**src/rtl/alu_pipe.sv**
```systemverilog
// Pipelined 8-op ALU with valid/ready backpressure and {V,N,Z} flags.
// Define ALU_SAT_EN to clamp ADD/SUB results to the DATAW signed range.
module alu_pipe #(
  parameter int DATAW       = 8,
  parameter int PIPE_STAGES = 2
) (
  input  logic                 clk,
  input  logic                 rst,
  input  logic                 i_valid,
  output logic                 o_ready,
  input  logic [DATAW-1:0]     i_dataa,
  input  logic [DATAW-1:0]     i_datab,
  input  logic [2:0]           i_op,
  output logic                 o_valid,
  input  logic                 i_ready,
  output logic [2*DATAW-1:0]   o_result,
  output logic [2:0]           o_flags
);

  localparam int W2 = 2 * DATAW;
  localparam logic [W2-1:0] SH_LIM = W2'(W2);
  localparam logic [W2-1:0] S_MAX  = {{(DATAW+1){1'b0}}, {(DATAW-1){1'b1}}};
  localparam logic [W2-1:0] S_MIN  = {{(DATAW+1){1'b1}}, {(DATAW-1){1'b0}}};

  localparam logic [2:0] OP_CLR = 3'b000;
  localparam logic [2:0] OP_SHL = 3'b001;
  localparam logic [2:0] OP_ADD = 3'b010;
  localparam logic [2:0] OP_SUB = 3'b011;
  localparam logic [2:0] OP_MUL = 3'b100;
  localparam logic [2:0] OP_SHR = 3'b101;
  localparam logic [2:0] OP_AND = 3'b110;
  localparam logic [2:0] OP_OR  = 3'b111;

  // Exact result does not fit DATAW signed bits when the upper bits are not all sign copies.
  function automatic logic ovf(input logic signed [W2-1:0] x);
    return !((&x[W2-1:DATAW-1]) || !(|x[W2-1:DATAW-1]));
  endfunction

  function automatic logic [W2-1:0] sat(input logic signed [W2-1:0] x);
    if (!ovf(x)) return x;
    return x[W2-1] ? S_MIN : S_MAX;
  endfunction

  logic signed [W2-1:0] a_sx, b_sx, sum_p0, dif_p0, prd_p0;
  logic [W2-1:0]        a_zx, b_zx, res_p0;
  logic [2:0]           flg_p0;
  logic                 v_p0;

  // ---- stage 0: combinational compute ----
  always_comb begin
    a_sx   = {{DATAW{i_dataa[DATAW-1]}}, i_dataa};
    b_sx   = {{DATAW{i_datab[DATAW-1]}}, i_datab};
    a_zx   = {{DATAW{1'b0}}, i_dataa};
    b_zx   = {{DATAW{1'b0}}, i_datab};
    sum_p0 = a_sx + b_sx;
    dif_p0 = a_sx - b_sx;
    prd_p0 = a_sx * b_sx;
    res_p0 = '0;
    v_p0   = 1'b0;
    case (i_op)
      OP_SHL: begin
        if (b_zx >= SH_LIM) res_p0 = '0;
        else                res_p0 = a_zx << b_zx;
      end
      OP_ADD: begin
        v_p0 = ovf(sum_p0);
`ifdef ALU_SAT_EN
        res_p0 = sat(sum_p0);
`else
        res_p0 = sum_p0;
`endif
      end
      OP_SUB: begin
        v_p0 = ovf(dif_p0);
`ifdef ALU_SAT_EN
        res_p0 = sat(dif_p0);
`else
        res_p0 = dif_p0;
`endif
      end
      OP_MUL: begin
        v_p0   = ovf(prd_p0);
        res_p0 = prd_p0;
      end
      OP_SHR: begin
        if (b_zx >= SH_LIM) res_p0 = {W2{i_dataa[DATAW-1]}};
        else                res_p0 = a_sx >>> b_zx;
      end
      OP_AND:  res_p0 = a_zx & b_zx;
      OP_OR:   res_p0 = a_zx | b_zx;
      OP_CLR:  res_p0 = '0;
      default: res_p0 = '0;
    endcase
    flg_p0 = {v_p0, res_p0[W2-1], (res_p0 == '0)};
  end

  logic                   adv;
  logic [PIPE_STAGES-1:0] vld_d, vld_q;
  logic [W2-1:0]          tail_res;
  logic [2:0]             tail_flg;
  logic                   tail_vld;

  assign adv     = !o_valid || i_ready;
  assign o_ready = adv;
  assign o_valid = vld_q[PIPE_STAGES-1];

  always_comb begin
    vld_d = vld_q;
    if (adv) begin
      vld_d[0] = i_valid;
      for (int s = 1; s < PIPE_STAGES; s++) vld_d[s] = vld_q[s-1];
    end
  end

  // ---- stages 1..PIPE_STAGES-1: delay line feeding the output register ----
  generate
    if (PIPE_STAGES > 1) begin : g_dly
      logic [W2-1:0] res_d [PIPE_STAGES-1];
      logic [W2-1:0] res_q [PIPE_STAGES-1];
      logic [2:0]    flg_d [PIPE_STAGES-1];
      logic [2:0]    flg_q [PIPE_STAGES-1];

      always_comb begin
        res_d = res_q;
        flg_d = flg_q;
        if (adv) begin
          res_d[0] = res_p0;
          flg_d[0] = flg_p0;
          for (int s = 1; s < PIPE_STAGES - 1; s++) begin
            res_d[s] = res_q[s-1];
            flg_d[s] = flg_q[s-1];
          end
        end
      end

      always_ff @(posedge clk) begin
        res_q <= res_d;
        flg_q <= flg_d;
      end

      assign tail_res = res_q[PIPE_STAGES-2];
      assign tail_flg = flg_q[PIPE_STAGES-2];
      assign tail_vld = vld_q[PIPE_STAGES-2];
    end else begin : g_nodly
      assign tail_res = res_p0;
      assign tail_flg = flg_p0;
      assign tail_vld = i_valid;
    end
  endgenerate

  logic [W2-1:0] res_out_d, res_out_q;
  logic [2:0]    flg_out_d, flg_out_q;

  // ---- final stage: output register, keeps last value across bubbles ----
  always_comb begin
    res_out_d = res_out_q;
    flg_out_d = flg_out_q;
    if (adv && tail_vld) begin
      res_out_d = tail_res;
      flg_out_d = tail_flg;
    end
  end

  always_ff @(posedge clk or posedge rst) begin
    if (rst) begin
      vld_q     <= '0;
      res_out_q <= '0;
      flg_out_q <= '0;
    end else begin
      vld_q     <= vld_d;
      res_out_q <= res_out_d;
      flg_out_q <= flg_out_d;
    end
  end

  assign o_result = res_out_q;
  assign o_flags  = flg_out_q;

endmodule
```
**config.mk**
```make
export PLATFORM = sky130hd
export DESIGN_NAME = alu_pipe
export DESIGN_NICKNAME = d
export VERILOG_FILES = /design/src/rtl/alu_pipe.sv
export SDC_FILE = /design/constraint.sdc
export NUM_CORES = 1
export LEC_CHECK = 0
export ABC_AREA = 0
export CAP_MARGIN = 25
export CORE_MARGIN = 3
export CORE_UTILIZATION = 42
export DETAILED_ROUTE_END_ITERATION = 16
export PLACE_DENSITY_LB_ADDON = 0.1
export SLEW_MARGIN = 20
export SYNTH_ARGS = -nofsm -noshare
export SYNTH_HDL_FRONTEND = slang
export SYNTH_SLANG_ARGS = --single-unit
```
**constraint.sdc**
```tcl
create_clock -name clk -period 2.5 [get_ports clk]
set_clock_uncertainty 0.1 [all_clocks]
set_input_delay 0.75 -clock clk [delete_from_list [all_inputs] [get_ports clk]]
set_output_delay 0.75 -clock clk [all_outputs]
set_load 0.02 [all_outputs]
```
# Word-level counts from Yosys, hierarchy flattened
# Cells that the tools add are included.
# op_classes
shifts	2
addsub	2
reduce_logical	20
eq_ne	7
n_bitwise	2
n_mux	4
mul	1
magnitude_cmp	1
# op_table
op	count
16-bit one-hot mux with 8 select lines	1
16-bit two-way mux	2
9-bit AND reduction	3
9-bit OR reduction	3
16-bit logical NOT	1
8-bit by 8-bit multiplier with 16-bit output	1
8-bit by 8-bit << shifter with 16-bit output	1
8-bit by 8-bit >>> shifter with 16-bit output	1
3-bit equality test (second input constant)	4
8-bit by 8-bit adder with 9-bit output	1
8-bit by 8-bit subtractor with 9-bit output	1
8-bit AND	1
8-bit by 5-bit >= comparator with 1-bit output (second input constant)	1
8-bit OR	1
1-bit logical NOT	7
3-bit by 2-bit equality test with 1-bit output (second input constant)	2
1-bit logical OR	4
3-bit by 1-bit equality test with 1-bit output (second input constant)	1
3-bit logical NOT	1
1-bit one-hot mux with 3 select lines	1
1-bit logical AND	1
# totals
output_inout_bits	21
inputBits	23
elab_cells	44
register_bits	40

# Depth between registers and ports, before layout
# logic_depth
depth_word	6
ltp_mapped	21
mapped_depth_nobuf	19

# Worst setup path before layout
# OpenSTA, ideal clock, no wires.
# synth_timing
path_kind	input-to-reg
start	in i_datab[2]
end	reg g_dly.flg_q[0] in the netlist's numbering (data pin)
setup_ns	0.169
t_required_ns	2.231
t_arrival_ns	5.562
path_buffers	2
slack_ns	-3.331
cell_stages	19
path_cell_list	clkbuf_1 -> clkbuf_1 -> nand2_1 -> fa_1 -> inv_1 -> fa_1 -> fa_1 -> inv_1 -> fa_1 -> inv_1 -> ha_1 -> a21o_1 -> a221oi_1 -> xnor2_1 -> a221oi_1 -> nand4_1 -> nor4_2 -> nand3b_1 -> nor4b_2
# synth_via
elab_chain_len	4
word_cells_on_any_way	12
classes_between	add/sub (2); mul (1); order compare (1); shift (2); mux (3); bitwise (2); reduce/logical (1)
# synth_rtl
item	line_no	source
start, declared	12	input logic [DATAW-1:0] i_datab,
branches (longest 2 deep; another with 8-bit by 8-bit multiplier with 16-bit output)	--	
16-bit one-hot mux with 8 select lines *	60	case (i_op)
16-bit logical NOT *	94	flg_p0 = {v_p0, res_p0[W2-1], (res_p0 == '0)};
via flg_p0[0]	46	logic [2:0] flg_p0;
end signal, assigned	138	flg_q <= flg_d;
end, declared	121	logic [2:0] flg_q [PIPE_STAGES-1];
# Mark *: on every way through the listed nets, which the timed path passes.
# A chain may end at the register's enable or synchronous reset.

# Worst setup path after layout
# layout_timing
start	in i_datab[7]
end	reg g_dly.flg_q[2] in the netlist's numbering (data pin)
# layout_via
elab_chain_len	6
word_cells_on_any_way	19
classes_between	add/sub (2); mul (1); mux (1); reduce/logical (15)
# layout_rtl
item	line_no	source
8-bit by 8-bit multiplier with 16-bit output (tied with other cells)	57	prd_p0 = a_sx * b_sx;
9-bit OR reduction	36	return !((&x[W2-1:DATAW-1]) || !(|x[W2-1:DATAW-1]));
1-bit logical NOT	36	
1-bit logical OR	36	
1-bit logical NOT	36	
1-bit one-hot mux with 3 select lines *	60	
via flg_p0[2]	46	
# Mark *: on every way through the listed nets, which the timed path passes. The rest lies on a longest branch.

==> flow_summary.json <==
{
  "slew_headroom": 0.677,
  "clock_sinks": 38,
  "fmax_mhz": 185,
  "grt_pass1_vias": 6365,
  "cts_max_level": 2,
  "ys_seq_area_frac": 0.177,
  "path_class": "in -> reg",
  "fin_nets": 1068,
  "place_congestion": 1.01,
  "min_to": "o_result[11]",
  "r2r_cells": 3,
  "critPathArrivalTime_ns": 5.33,
  "fill_cells": 977,
  "multi_input_area_um2": 5250,
  "std_cell_rows": 42,
  "area_delta_synth_final_pct": 66.3,
  "routed_wl_um": 22800,
  "drv_cap": 0,
  "synth-edff-count": 18,
  "leakagePower_nw": 4.46,
  "rsz0062_at_grt": "yes",
  "layout_setup_ws_ns": -2.91,
  "ys.flop_type": "dfrtp_1",
  "io_buffer_count": 43,
  "seq_area_um2": 1040,
  "post-place-cells": 1038,
  "final_area_um2": 9800,
  "antenna_left": 0,
  "layout-drive-gt1-share": 0.523,
  "root_buffer": "clkbuf_16",
  "dpl-instance-area_um2": 8160,
  "design.die.area_um2": 15500,
  "period_needed_ns": 5.41,
  "synth-seq-cells": 38,
  "status": "finished with violations",
  "timing.rr.end": "vld_q[0]",
  "worstPathRequired_ns": 2.41,
  "first_pass_iters": 5,
  "syn_avg_cell_area_um2": 8.98,
  "crit_fanout": 6,
  "synthDistinctLibCells": 69,
  "layout.cells.most_common_list": "208 x buf_4, 66 x inv_1, 50 x fa_1, 47 x buf_6, 34 x nor2_1",
  "maxSlewViolCount": 0,
  "vdd_ir_drop_max_mv": 0.644,
  "vias": 6111,
  "stdcell_count": 1111,
  "pin_count": 44,
  "violations": "negative setup slack",
  "synth_nets": 790,
  "cp_slowest_stage_delay_ns": 0.53,
  "setup_viol": 18,
  "start_kind": "input pin",
  "final_common_cell": "buf_4",
  "gr-usage-all-layers": 0.281,
  "wl_per_cell_um": 20.5,
  "drcViolationCount": 0,
  "place_hpwl_um": 17300,
  "die_x_um": 124,
  "r2r_slack_ns": 1.16,
  "min_path_cells": 1,
  "path_buf_inv": 8,
  "power.total_mw": 8.24,
  "hold_violations": 0,
  "path_cells": "buf_12 > buf_8 > clkinvlp_4 > nor2_1 > fa_1 > inv_1 > fa_1 > inv_1 > fa_1 > inv_1 > fa_1 > inv_1 > ha_2 > or3_4 > a221oi_4 > nor2_2 > xnor2_2 > buf_4 > nand4_1 > or2_4 > mux2i_1 > o22ai_1",
  "viasPerCell": 5.50,
  "reg2reg_from": "vld_q[1]",
  "clk_pin_slew_worst_paths_ns": 0.05,
  "grt_antenna_before_repair": 0,
  "die_h_um": 124,
  "tightest_slew_ns": 0.480,
  "start_util": 0.436,
  "crit_path_top_delay_cell": "fa_1",
  "numCtsBuffers": 5,
  "cts_buffer_depth": 2,
  "setup_tns_ns": -34.95,
  "cts_tree": "yes",
  "syn_area_um2": 5890,
  "cp_top_family": "adder cells",
  "diodes": 0,
  "holdCritPathClass": "reg -> reg",
  "syn-instance-count": 656,
  "ys_async_sr_fraction": 0.526,
  "grt_pass1_wl_um": 34200,
  "worst_setup_path_end_kind": "flop",
  "powerDensity_nw_per_um2": 841,
  "grt_max_degree": 24,
  "grt-ovfl-total": 0,
  "coreArea_um2": 13500,
  "yosys_warnings": 0,
  "period_share": 2.17,
  "worst_skew_pair.late_latency_ns": 0.28,
  "drtIter0Drc": 471,
  "min_from": "g_dly.res_q[11]"
}
-- cell usage after synthesis, types with 6 or more instances --
cell | count | share of area
nand2b_1 | 10 | 0.011
o21ai_0 | 14 | 0.012
edfxtp_1 | 18 | 0.092
nand2_1 | 40 | 0.025
buf_2 | 6 | 0.0051
o22ai_1 | 12 | 0.013
dfrtp_1 | 20 | 0.085
nor3_1 | 8 | 0.0068
ha_1 | 54 | 0.11
nand3_1 | 10 | 0.0085
fa_1 | 57 | 0.19
mux2_2 | 23 | 0.044
a21oi_1 | 26 | 0.022
clkbuf_1 | 19 | 0.012
a31oi_1 | 6 | 0.0064
mux2i_1 | 17 | 0.029
nor2_1 | 62 | 0.039
a21o_1 | 11 | 0.014
o211ai_1 | 8 | 0.010
a221oi_1 | 7 | 0.010
inv_1 | 106 | 0.068
xnor2_1 | 20 | 0.030
-- timing repair --
item / CTS / global route
gates resized for setup: 231 / 101
gates cloned: 1 / 0
endpoints found under the setup margin: 18 / 18
setup buffers: 49 / 38
hold buffers: 0 / 0
pin swaps: 79 / 76
-- power breakdown --
part	leakage (nW)	internal, mW	switching (mW)
Clock	0.0739	0.395	0.223
Combinational	3.95	3.48	3.20
Sequential	0.435	0.871	0.0806
Total	4.46	4.74	3.50
-- metrics by stage --
stage          worst slack [ns]  hold slack (ns)  utilization
6_report                  -2.91            0.372        0.725
5_1_grt                   -3.14            0.396        0.725
4_1_cts                   -2.77            0.370        0.686
3_5_place_dp              -3.59            0.364        0.604
3_3_place_gp              -3.43            0.360        0.604
2_1_floorplan             -2.61            0.353            -
-- layer usage --
| layer | share of wire | track usage | vias to the layer above | wire length [um] |
|---|---|---|---|---|
| met5 | 0 | 0 | - | 0 |
| met4 | 0.037 | 0.116 | 0 | 846 |
| met3 | 0.052 | 0.0433 | 63 | 1190 |
| met2 | 0.51 | 0.485 | 232 | 11500 |
| met1 | 0.41 | 0.350 | 3024 | 9240 |
| li1 | - | - | 2792 | - |
-- worst max-delay path by stage --
stage               cells after the start             end        from
floorplan                              19  g_dly.flg_q[2]  i_datab[2]
global placement                       20  g_dly.flg_q[0]  i_dataa[4]
detailed placement                     20  g_dly.flg_q[0]  i_dataa[4]
CTS                                    21  g_dly.flg_q[0]  i_datab[1]
global route                           21  g_dly.flg_q[0]  i_datab[7]
finish                                 22  g_dly.flg_q[2]  i_datab[7]
-- logic make-up after synthesis --
kind of cell	Yosys count	share of synthesized area
xor+xnor	25	0.0372
fa+ha+maj	111	0.308
simple gates	172	0.143
flops	38	0.177
mux	45	0.0920
buf+inv	140	0.0920
compound gates	125	0.151
-- cell type report --
cell class	count	area share
multi-input combinational	478	0.536
clock inverter	1	0.000511
clock buffer	7	0.0146
tap	176	0.0225
inverter	110	0.0479
timing repair buffer	301	0.272
sequential	38	0.106
-- state kept, by name, indices dropped and copies added, names as in the netlist --
| register | flops |
|---|---|
| o_result | 15 |
| o_flags | 3 |
| g_dly.res_q | 15 |
| vld_q | 2 |
| g_dly.flg_q | 3 |
Power figures use the tool's default switching activity.
